[src/rtl/p2s_out_if.sv]
// p2s_out_if: result-in / beat-out bus between the encdec stage, p2s_out and the downstream sink
interface p2s_out_if #(
    parameter int OUT_W = 32
);
    logic               din_valid;
    logic [127:0]       din;
    logic               hold_o;
    logic               dout_valid;
    logic [OUT_W-1:0]   dout;
    logic               dout_last;
    logic               p2s_fifo_almost_full;
    logic               p2s_fifo_full;
    logic               overflow;

    modport master (
        output din_valid, din, hold_o,
        input  dout_valid, dout, dout_last, p2s_fifo_almost_full, p2s_fifo_full, overflow
    );

    modport slave (
        input  din_valid, din, hold_o,
        output dout_valid, dout, dout_last, p2s_fifo_almost_full, p2s_fifo_full, overflow
    );
endinterface

[src/rtl/p2s_out.sv]
// p2s_out: 128-bit result FIFO feeding an MSB-first OUT_W-bit serializer with hold back-pressure
module p2s_out #(
    parameter int DEPTH     = 8,
    parameter int AF_THRESH = 6,
    parameter int OUT_W     = 32
) (
    input  logic        clk,
    input  logic        rst_n,
    p2s_out_if.slave    bus
);
    localparam int BEATS = 128 / OUT_W;
    localparam int AW    = $clog2(DEPTH);
    localparam int CW    = $clog2(BEATS);

    localparam logic [AW:0]   OCC_ONE  = (AW+1)'(1);
    localparam logic [AW:0]   OCC_FULL = (AW+1)'(DEPTH);
    localparam logic [AW:0]   OCC_AF   = (AW+1)'(AF_THRESH);
    localparam logic [AW-1:0] PTR_ONE  = AW'(1);
    localparam logic [CW-1:0] BEAT_ONE = CW'(1);
    localparam logic [CW-1:0] BEAT_PEN = CW'(BEATS - 2);

    typedef enum logic {IDLE, SEND} state_t;

    logic [127:0]    mem_q [DEPTH];
    logic [AW-1:0]   wr_ptr_q, rd_ptr_q;
    logic [AW:0]     occ_q, occ_d;
    logic            overflow_q;
    state_t          state_q;
    logic [127:0]    shift_q;
    logic [CW-1:0]   beat_q;
    logic            dout_valid_q, dout_last_q;
    logic            wr_en, xfer, pop;

    // A write is accepted only against the registered occupancy, so a same-cycle pop never makes room.
    always_comb begin
        wr_en = bus.din_valid && (occ_q != OCC_FULL);
        xfer  = dout_valid_q && !bus.hold_o;
        pop   = (occ_q != '0) && ((state_q == IDLE) || (xfer && dout_last_q));
        occ_d = (wr_en && !pop) ? occ_q + OCC_ONE :
                (!wr_en && pop) ? occ_q - OCC_ONE : occ_q;
    end

    assign bus.dout                 = shift_q[127 -: OUT_W];
    assign bus.dout_valid           = dout_valid_q;
    assign bus.dout_last            = dout_last_q;
    assign bus.p2s_fifo_almost_full = occ_q >= OCC_AF;
    assign bus.p2s_fifo_full        = occ_q == OCC_FULL;
    assign bus.overflow             = overflow_q;

    // Storage array carries no reset; only pointers and occupancy define its contents.
    always_ff @(posedge clk) begin
        if (wr_en) mem_q[wr_ptr_q] <= bus.din;
    end

    // FIFO pointers, occupancy and the sticky overflow flag.
    always_ff @(posedge clk or negedge rst_n) begin
        if (!rst_n) begin
            wr_ptr_q   <= '0;
            rd_ptr_q   <= '0;
            occ_q      <= '0;
            overflow_q <= 1'b0;
        end else begin
            wr_ptr_q   <= wr_en ? wr_ptr_q + PTR_ONE : wr_ptr_q;
            rd_ptr_q   <= pop ? rd_ptr_q + PTR_ONE : rd_ptr_q;
            occ_q      <= occ_d;
            overflow_q <= overflow_q || (bus.din_valid && !wr_en);
        end
    end

    // Serializer FSM: load a block, shift out one beat per unheld cycle, chain straight into the next block.
    always_ff @(posedge clk or negedge rst_n) begin
        if (!rst_n) begin
            state_q      <= IDLE;
            shift_q      <= '0;
            beat_q       <= '0;
            dout_valid_q <= 1'b0;
            dout_last_q  <= 1'b0;
        end else if (pop) begin
            state_q      <= SEND;
            shift_q      <= mem_q[rd_ptr_q];
            beat_q       <= '0;
            dout_valid_q <= 1'b1;
            dout_last_q  <= 1'b0;
        end else if (state_q == SEND && xfer) begin
            if (!dout_last_q) begin
                shift_q     <= shift_q << OUT_W;
                beat_q      <= beat_q + BEAT_ONE;
                dout_last_q <= beat_q == BEAT_PEN;
            end else begin
                state_q      <= IDLE;
                shift_q      <= '0;
                beat_q       <= '0;
                dout_valid_q <= 1'b0;
                dout_last_q  <= 1'b0;
            end
        end
    end
endmodule

[src/flat_wrapper.sv]
// flat-port wrapper written by rule: the top's interface ports become plain ports
module p2s_out_flat 
#(
    parameter int DEPTH     = 8,
    parameter int AF_THRESH = 6,
    parameter int OUT_W     = 32
)
  (clk, rst_n, bus_din_valid, bus_din, bus_hold_o, bus_dout_valid, bus_dout, bus_dout_last, bus_p2s_fifo_almost_full, bus_p2s_fifo_full, bus_overflow);
  p2s_out_if #(.OUT_W(OUT_W)) bus_i ();
  input  logic clk;
  input  logic rst_n;
  input wire logic [$bits(bus_i.din_valid)-1:0] bus_din_valid;
  input wire logic [$bits(bus_i.din)-1:0] bus_din;
  input wire logic [$bits(bus_i.hold_o)-1:0] bus_hold_o;
  output wire logic [$bits(bus_i.dout_valid)-1:0] bus_dout_valid;
  output wire logic [$bits(bus_i.dout)-1:0] bus_dout;
  output wire logic [$bits(bus_i.dout_last)-1:0] bus_dout_last;
  output wire logic [$bits(bus_i.p2s_fifo_almost_full)-1:0] bus_p2s_fifo_almost_full;
  output wire logic [$bits(bus_i.p2s_fifo_full)-1:0] bus_p2s_fifo_full;
  output wire logic [$bits(bus_i.overflow)-1:0] bus_overflow;
  assign bus_i.din_valid = bus_din_valid;
  assign bus_i.din = bus_din;
  assign bus_i.hold_o = bus_hold_o;
  assign bus_dout_valid = bus_i.dout_valid;
  assign bus_dout = bus_i.dout;
  assign bus_dout_last = bus_i.dout_last;
  assign bus_p2s_fifo_almost_full = bus_i.p2s_fifo_almost_full;
  assign bus_p2s_fifo_full = bus_i.p2s_fifo_full;
  assign bus_overflow = bus_i.overflow;
  p2s_out #(.DEPTH(DEPTH), .AF_THRESH(AF_THRESH), .OUT_W(OUT_W)) u_core (.clk(clk), .rst_n(rst_n), .bus(bus_i));
endmodule
[config.mk]
export PLATFORM = sky130hd
export DESIGN_NAME = p2s_out_flat
export DESIGN_NICKNAME = d
export VERILOG_FILES = /design/src/rtl/p2s_out_if.sv /design/src/rtl/p2s_out.sv /design/src/flat_wrapper.sv
export SDC_FILE = /design/constraint.sdc
export NUM_CORES = 1
export LEC_CHECK = 0
export CELL_PAD_IN_SITES_DETAIL_PLACEMENT = 0
export CELL_PAD_IN_SITES_GLOBAL_PLACEMENT = 1
export CORE_MARGIN = 8
export CORE_UTILIZATION = 43
export DETAILED_ROUTE_END_ITERATION = 12
export HOLD_SLACK_MARGIN = 0.15
export PLACE_DENSITY = 0.69
export SYNTH_ARGS = -nofsm -noshare
export SYNTH_HDL_FRONTEND = slang
export SYNTH_SLANG_ARGS = --single-unit
[constraint.sdc]
create_clock -name clk -period 9.68 [get_ports clk]
set_input_delay 2.42 -clock clk [delete_from_list [all_inputs] [get_ports clk]]
set_output_delay 2.42 -clock clk [all_outputs]
set_load 0.01 [all_outputs]
-- Word-level counts from Yosys, hierarchy flattened
Memory sizes are Yosys's and may differ from the RTL's.
Index checks and enable logic that the tools add are counted.
- add/subtract/negate cells: 5
- magnitude comparators: 1
- equal/unequal tests: 3
- mux-type cells: 16
- bitwise gates (word level): 1
- reductions and logical operators: 18
- operators by type and width (cell ; count):
    $mux 128 ; 3
    $logic_and 1x1->1 ; 8
    $mux 1 ; 8
    $mux 4 ; 2
    $add 3x1->3 const B ; 2
    $mux 2 ; 3
    $reduce_bool 2->1 ; 3
    $add 4x1->4 const B ; 1
    $eq 4x4->1 const B ; 1
    $ge 4x3->1 const B ; 1
    $ne 4x4->1 const B ; 1
    $reduce_bool 4->1 ; 1
    $sub 4x1->4 const B ; 1
    $logic_not 1->1 ; 3
    $add 2x1->2 const B ; 1
    $eq 2x2->1 const B ; 1
    $logic_or 1x1->1 ; 2
    $reduce_and 2->1 ; 1
    $not 1->1 ; 1
- bits in registers: 143
- bits in writable memories: 1024
- output and inout bits: 37
- word-level logic and storage cells: 53
- memories kept: 1
- memory list (memory ; depth ; width ; rd ports ; clocked after memory_dff ; wr ports ; RTL line ; source):
    u_core.mem_q ; 8 ; 128 ; 1 ; 0 ; 1 ; p2s_out.sv:24 ; logic [127:0] mem_q [DEPTH];

-- Depth between registers and ports, before layout
Gate-level depths: netlist (run 1).
- depth in word-level cells: 8
- gate-level depth with buffers: 12
- depth with buffers taken out: 10

-- Worst setup path before layout (run 1)
Ideal clock, no wire load.
- path type: input port to flip-flop
- start: input bus_din_valid
- end: memory u_core.mem_q[0][0], enable pin
- library setup time: 0.772 ns
- data arrival time: 11.416 ns
- data required time: 8.908 ns
- setup slack: -2.508 ns
- stages on the path: 4
- path buffers: 1
- cells stage by stage: and2b_1 > buf_2 > nand2b_1 > nor3_1
- longest elaborated chain between the ends: 3
- ends and longest elaborated chain (what ; RTL line ; source):
    start: declaration ; flat_wrapper.sv:12 ; input wire logic [$bits(bus_i.din_valid)-1:0] bus_din_valid;
    $logic_and 1x1->1 ; p2s_out.sv:36 ; wr_en = bus.din_valid && (occ_q != OCC_FULL);
    via u_core.wr_en ; p2s_out.sv:32 ; logic wr_en, xfer, pop;
    $mux 1 ; p2s_out.sv:52 ; if (wr_en) mem_q[wr_ptr_q] <= bus.din;
    $mux 1 (not written as such) ; p2s_out.sv:52 ;
    end: declaration ; p2s_out.sv:24 ;
The timed path passes the listed nets, and every way through them passes these cells.

-- Worst setup path in the final report (run 1)
- start: register u_core.occ_q[0]
- end: output bus_p2s_fifo_full
- longest elaborated chain between the ends: 1
- ends and longest elaborated chain (what ; RTL line ; source):
    start: declaration ; p2s_out.sv:26 ; logic [AW:0] occ_q, occ_d;
    start signal: assignment ; p2s_out.sv:60 ; occ_q <= '0;
    start signal: assignment ; p2s_out.sv:65 ; occ_q <= occ_d;
    $eq 4x4->1 ; p2s_out.sv:47 ; assign bus.p2s_fifo_full = occ_q == OCC_FULL;
    end: declaration ; flat_wrapper.sv:19 ; output wire logic [$bits(bus_i.p2s_fifo_full)-1:0] bus_p2s_fifo_full;
Every way passes these cells.

==> results.toml, run 1 <==
[power]
clkPwrFrac_pct = 31.0
p_leak_nw = 16.8
peakVddDrop_mv = 0.228
power_switching_mw = 4.34
p_int_mw = 10.8
sequentialPowerShare_pct = 45.4
p_per_area_nw_per_um2 = 296
pwr-share-comb_pct = 23.5
p_sw_share_pct = 28.6

[routing]
dr.pass1.iters = 5
num_vias = 20400
totalWireLength_mm = 101
wl_per_cell_um = 27.6
first_iter_violations = 1748
ant_nets = 0
drc = 0
routed_via_density = 5.57

[clock_tree]
ctsResizeCount = 0
cts_tree = "yes"
cts_setup_buffers = 0
insertion_delay_ps = 700
htreeDepth = 3
cts_sinks = 1167
clk_path_buf_depth = 3
hold_buffers = 0
ctsRootBufferMaster = "clkbuf_16"
clkTransAtPathRegs_ps = 60
cts_made_buffers = 118

[synth]
synth_area_um2 = 44100
synth_common_cells = "edfxtp_1 (1024), mux4_2 (256), dfrtp_1 (143)"
synth-seq-area-share_pct = 77.8
synth.most_common_cell = "edfxtp_1"
synth_edf_count = 1024
avgSynthCellArea_um2 = 21.9
synth.distinct_cells = 35
ys_warn_count = 0
synth_top_area_cell = "edfxtp_1"
ys_ff_latch = 1167
async_reset_ff_share_pct = 12.3
syn_nets = 2158
synth_top_area_share_pct = 69.7
netlist_instances = 2019
synth_area_leaders = "edfxtp_1 (70%), mux4_2 (13%), dfrtp_1 (8.1%), mux2i_1 (2.9%), a22oi_1 (1.6%)"
yosys_most_used_dff = "edfxtp_1"

[worst_setup_path]
crit_start = "u_core.occ_q[0]"
slowest_delay_ps = 880
cp_data_arrival_time_ps = 2730
crit_chain = "nor4b_1 > clkdlybuf4s50_1"
start_kind = "register"
path_max_fanout = 6
crit_slowest_cell = "nor4b_1"
r2r-start = "u_core.rd_ptr_q[0]"
cp_data_required_time_ps = 7260
crit_type = "reg2out"
cp-end-kind = "output port"

[sta]
setup_viol = 0
tightestPinTransition_ps = 1190
maxSlewViolCount = 0
slew_headroom_pct = 20.7
period_share_pct = 53.2
fin_crit_ps = 5150
finalHoldViolCount = 0
max_clock_freq_ghz = 0.194
finalSetupTns_ps = 0
rsz0062_at_grt = "no"
clock_skew_ps = 20.6

[die]
core-area_um2 = 102000
start_util_pct = 43.4
ios = 169
die_h_um = 336
fp-row-count = 117
die-area_um2 = 113000
die_x_um = 336

[grt]
first_global_vias = 21200
grt_overflow_total = 0
grt_max_degree = 129
grt_pass1_wl_mm = 147
antenna_found_initial = 14
track_usage_pct = 17.7

[placement]
globalplace.congestion = 0.747
port_buffers = 168
dp_hpwl_mm = 56.1
dpl_cell_area_um2 = 47100

[finish]
syn_to_final_growth_pct = 16.1
design_area_um2 = 51200
fin_nets = 2328
drive_gt1_share_pct = 21.4
fillCellCount = 7950

[min_path]
worstHoldStart = "u_core.bus.overflow"
hold_path_class = "reg2reg"

[run_status]
status = "finished, final reports clean"

[job]
max-cap-violations = 0
==> layout make-up <==
| type | count | area (um^2) | share of cell area, % |
|---|---|---|---|
| inverters | 3 | 11.3 | 0.0220 |
| well taps | 1368 | 1710 | 3.34 |
| clock inverters | 60 | 736 | 1.44 |
| multi-input cells | 704 | 9060 | 17.7 |
| repair buffers | 195 | 2000 | 3.90 |
| diodes | 1 | 2.50 | 0.00488 |
| flip-flops and latches | 1167 | 34300 | 67.0 |
| clock buffers | 165 | 3360 | 6.57 |
==> sequential cells by signal, summed over array words and instances, names as in the netlist <==
name	count
u_core.mem_q	1024
u_core.shift_q	128
u_core.occ_q	4
u_core.rd_ptr_q	3
u_core.wr_ptr_q	3
u_core.beat_q	2
u_core.bus.dout_last	1
u_core.bus.overflow	1
u_core.state_q	1
==> metrics by stage <==
stage / util (%) / cells / total power, mW / hold slack [ps] / setup slack [ps]
2_1_floorplan: - / 2019 / 9.41 / 439 / 933
3_3_place_gp: 46.3 / 3437 / 10.6 / 441 / 4160
3_5_place_dp: 46.3 / 3437 / 10.7 / 452 / 4160
4_1_cts: 50.3 / 3662 / 15.4 / 468 / 4360
5_1_grt: 50.3 / 3662 / 15.8 / 491 / 4320
6_report: 50.4 / 3663 / 15.2 / 466 / 4530
==> final timing paths <==
kind | end | slack [ps] | cells after the start
max in group asynchronous | u_core.rd_ptr_q[0] | 6120 | 3
max reg2reg | u_core.shift_q[58] | 5740 | 5
min | u_core.bus.overflow | 470 | 1
max | bus_p2s_fifo_full | 4530 | 2
min in group asynchronous | u_core.bus.overflow | 1660 | 1
min reg2reg | u_core.bus.overflow | 470 | 1
==> cell families after synthesis <==
| kind of cell | count (synthesis) | synth area share [%] |
|---|---|---|
| compound gates | 236 | 3.27 |
| xor+xnor | 6 | 0.119 |
| fa+ha+maj | 7 | 0.215 |
| buf+inv | 148 | 1.89 |
| flops | 1167 | 77.8 |
| mux | 389 | 16.1 |
| simple gates | 66 | 0.649 |
==> routing by layer <==
| metal | GRT usage, % | vias up | part of all wire [%] |
|---|---|---|---|
| li1 | - | 8721 | - |
| met1 | 23.7 | 10900 | 41 |
| met2 | 29.1 | 603 | 49 |
| met3 | 4.64 | 141 | 7.0 |
| met4 | 4.47 | 12 | 2.3 |
| met5 | 0 | - | 0.074 |
==> power by group through the flow <==
| stage | clock [mW] | combinational, mW | sequential, mW |
|---|---|---|---|
| after global routing | 4.99 | 3.84 | 6.96 |
| after detailed placement | 0 | 3.69 | 7.00 |
| final | 4.71 | 3.57 | 6.89 |
| after global placement | 0 | 3.65 | 6.95 |
| after CTS | 4.80 | 3.69 | 6.90 |
| after floorplan | 0 | 2.67 | 6.74 |
==> worst max-delay path, delay by kind of cell (launching register included) <==
family | cells | cell delay (ps)
flops | 1 | 470
buf+inv | 1 | 700
simple gates | 1 | 880
==> layout by cell type (no fill, tap or decap), types with 8 or more instances in the layout <==
master,count
o21ai_1,18
o21ai_0,113
mux4_2,256
clkbuf_8,15
edfxtp_1,1024
dfrtp_1,140
nand2_1,44
clkinv_1,8
clkbuf_16,122
a22oi_1,96
mux2i_1,130
clkdlybuf4s50_1,167
clkbuf_1,28
bufinv_16,14
buf_12,9
buf_4,18
clkinv_2,24
(Power assumes the default switching activity.)
==> run 2, diff against run 1 <==
clock period = 4.55 ns   (was 9.68 ns; I/O delays follow)
==> results.toml, run 2 (synthesis results as in run 1) <==
[run_status]
status = "finished, final reports clean"

[worst_setup_path]
slowest_delay_ps = 630
crit_family = "buffers and inverters"
cp_data_arrival_time_ps = 2290
start_kind = "register"
cp-end-kind = "output port"
crit_type = "reg2out"
cp_data_required_time_ps = 3410
crit_chain = "nor4b_1 > clkdlybuf4s50_1"
path_max_fanout = 6
critPathBufInv = 1
crit_slowest_cell = "clkdlybuf4s50_1"

[die]
core-area_um2 = 102000
die_x_um = 336
die-area_um2 = 113000
die_h_um = 336
fp-row-count = 117
ios = 169
start_util_pct = 43.4

[clock_tree]
cts_sinks = 1167
ctsResizeCount = 0
cts_made_buffers = 116
ctsRootBufferMaster = "clkbuf_16"
htreeDepth = 3
clk_path_buf_depth = 3
hold_buffers = 0
cts_setup_buffers = 0
insertion_delay_ps = 690
cts_tree = "yes"
clkTransAtPathRegs_ps = 70

[finish]
fin_nets = 2346
final_cell_mix = "edfxtp_1 (1024), mux4_2 (256), clkdlybuf4s50_1 (167)"
reg_top3 = "u_core.mem_q: 1024 flops, u_core.shift_q: 128 flops, u_core.occ_q: 4 flops"
fillCellCount = 7957
multi_input_area_um2 = 9080
seqCellArea_um2 = 34300
top_register = "u_core.mem_q"
largest_reg_flops = 1024
drive_gt1_share_pct = 20.8
final_common_cell = "edfxtp_1"
fin_cells = 3681
syn_to_final_growth_pct = 16.0

[sta]
clock_skew_ps = 34.0
tightestPinTransition_ps = 890
fin_crit_ps = 3430
maxSlewViolCount = 0
holdWs_ps = 454
finalHoldViolCount = 0
max_clock_freq_ghz = 0.292
rsz0062_at_grt = "no"
setup_viol = 0
timing.final.ws_setup_ps = 1120
slew_headroom_pct = 40.5
period_share_pct = 75.4
finalSetupTns_ps = 0

[power]
p_total_mw = 31.5
p_leak_nw = 16.7
peakVddDrop_mv = 0.509
p_per_area_nw_per_um2 = 616

[routing]
first_iter_violations = 1759
routed_via_density = 5.60
ant_nets = 0
num_vias = 20600
dr.pass1.iters = 7
wl_per_cell_um = 27.2
totalWireLength_mm = 100
drc = 0

[placement]
globalplace.congestion = 0.788
port_buffers = 168
dp.cells = 3457
post-place-ws_ps = 677
dp_hpwl_mm = 59.2

[grt]
grt_pass1_wl_mm = 147
antenna_found_initial = 10
first_global_vias = 21100
grt_max_degree = 131
track_usage_pct = 17.5
grt_overflow_total = 0

[min_path]
hold_path_class = "in2async"

[job]
max-cap-violations = 0
[run 2: changes by cell type in the layout (fill, tap and decap cells not counted), moves of 5 or more]
cell,previous run,this run
clkinv_1,8,33
buf_12,9,29
diode_2,1,6
clkbuf_8,15,0
bufinv_16,14,7
clkinvlp_4,6,1
clkbuf_16,122,117
[run 2: layout make-up]
class                      count  area share [%]
multi-input combinational    704            17.7
tap                         1368            3.34
clock buffer                 145            5.93
antenna                        6          0.0293
sequential                  1167            67.1
timing repair buffer         215            4.69
inverter                       3          0.0220
clock inverter                73            1.16
[run 2: worst paths after layout]
check | slack, ps | end | depth (start not counted) | startpoint
max | 1120 | bus_p2s_fifo_full | 2 | u_core.occ_q[0]
max reg2reg | 1250 | u_core.occ_q[3] | 8 | u_core.occ_q[0]
min reg2reg | 460 | u_core.bus.overflow | 1 | u_core.bus.overflow
max in group asynchronous | 3210 | u_core.rd_ptr_q[2] | 2 | rst_n
min | 450 | u_core.shift_q[7] | 1 | rst_n
min in group clk | 460 | u_core.bus.overflow | 1 | u_core.bus.overflow
[run 2: metal layers]
layer	vias to the layer above	share of wire, %	track usage (%)
li1	8763	-	-
met1	11100	43	24.4
met2	648	48	28.2
met3	119	7.1	3.93
met4	6	1.8	3.84
met5	-	0.041	0
[run 2: report_power, final]
group          switching [mW]  total [mW]  internal [mW]
Clock                    3.95        9.08           5.13
Combinational            4.32        7.97           3.65
Sequential              0.962        14.5           13.5
Total                    9.23        31.5           22.3
[run 2: stage by stage]
step	utilization (%)	area [um^2]
floorplan	-	44200
global placement	46.7	47500
detailed placement	46.7	47500
CTS	50.3	51200
global route	50.3	51200
finish	50.3	51200
==> run 3, diff against run 2 <==
PLACE_DENSITY = 0.67   (was 0.69)
clock period = 3.4 ns   (was 4.55 ns; I/O delays follow)
==> results.toml, run 3 (synthesis results as in run 1) <==
[routing]
num_vias = 20600
first_iter_violations = 1660
ant_nets = 0
routed_via_density = 5.56
totalWireLength_mm = 101
wl_per_cell_um = 27.2
drc = 0
dr.pass1.iters = 5

[finish]
drive_gt1_share_pct = 22.2
top_register = "u_core.mem_q"
largest_reg_flops = 1024
reg_top3 = "u_core.mem_q: 1024 flops, u_core.shift_q: 128 flops, u_core.occ_q: 4 flops"
final_common_cell = "edfxtp_1"
fin_cells = 3703
design_area_um2 = 51700
fin_nets = 2373
syn_to_final_growth_pct = 17.2
final_cell_mix = "edfxtp_1 (1024), mux4_2 (256), clkdlybuf4s50_1 (167)"

[placement]
dp.cells = 3483
globalplace.congestion = 0.810
dp_hpwl_mm = 60.7
dpl_cell_area_um2 = 47900
port_buffers = 168

[power]
peakVddDrop_mv = 0.732
p_total_mw = 42.9
p_per_area_nw_per_um2 = 829
p_leak_nw = 17.0

[job]
max-cap-violations = 0

[die]
start_util_pct = 43.4
ios = 169
die_h_um = 336
fp-row-count = 117
die-area_um2 = 113000
core-area_um2 = 102000
die_x_um = 336

[worst_setup_path]
cp-end-kind = "output port"
crit_family = "buffers and inverters"
crit_slowest_cell = "clkdlybuf4s50_1"
cp_data_required_time_ps = 2550
cp_data_arrival_time_ps = 2320
critPathBufInv = 1
crit_type = "reg2out"
path_max_fanout = 6
start_kind = "register"
slowest_delay_ps = 650
crit_chain = "nor4b_1 > clkdlybuf4s50_1"

[sta]
fin_crit_ps = 3170
period_share_pct = 93.1
clock_skew_ps = 22.2
max_clock_freq_ghz = 0.316
holdWs_ps = 456
slew_headroom_pct = 34.5
finalSetupTns_ps = 0
rsz0062_at_grt = "no"
setup_viol = 0
maxSlewViolCount = 0
tightestPinTransition_ps = 982
finalHoldViolCount = 0

[grt]
grt_pass1_wl_mm = 147
grt_overflow_total = 0
grt_max_degree = 131
track_usage_pct = 17.6
first_global_vias = 21300
antenna_found_initial = 15

[clock_tree]
ctsResizeCount = 0
ctsRootBufferMaster = "clkbuf_16"
cts_tree = "yes"
clk_path_buf_depth = 3
cts_setup_buffers = 0
cts_sinks = 1167
htreeDepth = 3
hold_buffers = 1
clkTransAtPathRegs_ps = 60
insertion_delay_ps = 680
cts_made_buffers = 116

[min_path]
hold_path_class = "reg2reg"

[run_status]
status = "finished, final reports clean"
## run 3: cell count changes in the layout (fill, tap and decap cells not counted), moves of 2 or more
| cell | change |
|---|---|
| buf_12 | +17 |
| buf_4 | +9 |
| bufinv_16 | +3 |
| clkbuf_1 | +11 |
| clkbuf_16 | +2 |
| clkbuf_8 | +10 |
| clkinv_1 | -23 |
| clkinv_8 | -2 |
| clkinvlp_4 | +3 |
| diode_2 | -3 |
| inv_16 | -3 |
## run 3: metal layers
| metal | wire length (um) | global-route usage, % | part of all wire, % | up-vias |
|---|---|---|---|---|
| li1 | - | - | - | 8806 |
| met4 | 2020 | 3.85 | 2.0 | 16 |
| met2 | 49000 | 28.8 | 49 | 603 |
| met3 | 6530 | 4.41 | 6.5 | 139 |
| met5 | 109 | 0 | 0.11 | - |
| met1 | 42900 | 24.1 | 43 | 11000 |
## run 3: worst register-to-register path, delay by kind of cell (launching register included)
family | cells | cell delay (ps)
AO/OA/AOI/OAI | 3 | 760
flip-flops | 1 | 460
buffers and inverters | 1 | 90
adder cells (fa/ha/maj) | 2 | 480
AND/OR/NAND/NOR | 2 | 830
## run 3: report_power, final
part | total, mW | internal [mW] | switching, mW | leakage, nW
Clock | 12.5 | 7.39 | 5.14 | 1.84
Combinational | 11.0 | 5.19 | 5.79 | 3.99
Sequential | 19.4 | 18.1 | 1.28 | 11.2
Total | 42.9 | 30.7 | 12.2 | 17.0
## run 3: cell type report
type / instances / area, um^2
Fill cell: 7969 / 50000
Sequential cell: 1167 / 34300
Multi-Input combinational cell: 704 / 9080
Clock buffer: 168 / 3260
Timing Repair Buffer: 242 / 2820
Tap cell: 1368 / 1710
Clock inverter: 48 / 503
Inverter: 3 / 11.3
Antenna cell: 3 / 7.51
## run 3: through the flow
stage / util, % / setup slack (ps)
after floorplan: - / -1330
after global placement: 47.1 / 174
after detailed placement: 47.1 / 253
after CTS: 50.8 / 189
after global routing: 50.8 / 66.9
final: 50.8 / 233
## run 3: final timing paths
check,start,endpoint,slack [ps],cells past startpoint
worst max-delay path,u_core.occ_q[0],bus_p2s_fifo_full,230,2
worst min-delay path,u_core.bus.overflow,u_core.bus.overflow,460,1
worst max register to register,u_core.occ_q[0],u_core.occ_q[3],640,8
worst min register to register,u_core.bus.overflow,u_core.bus.overflow,460,1
max in group asynchronous,rst_n,u_core.rd_ptr_q[2],1850,3
min in group asynchronous,rst_n,u_core.shift_q[96],710,2
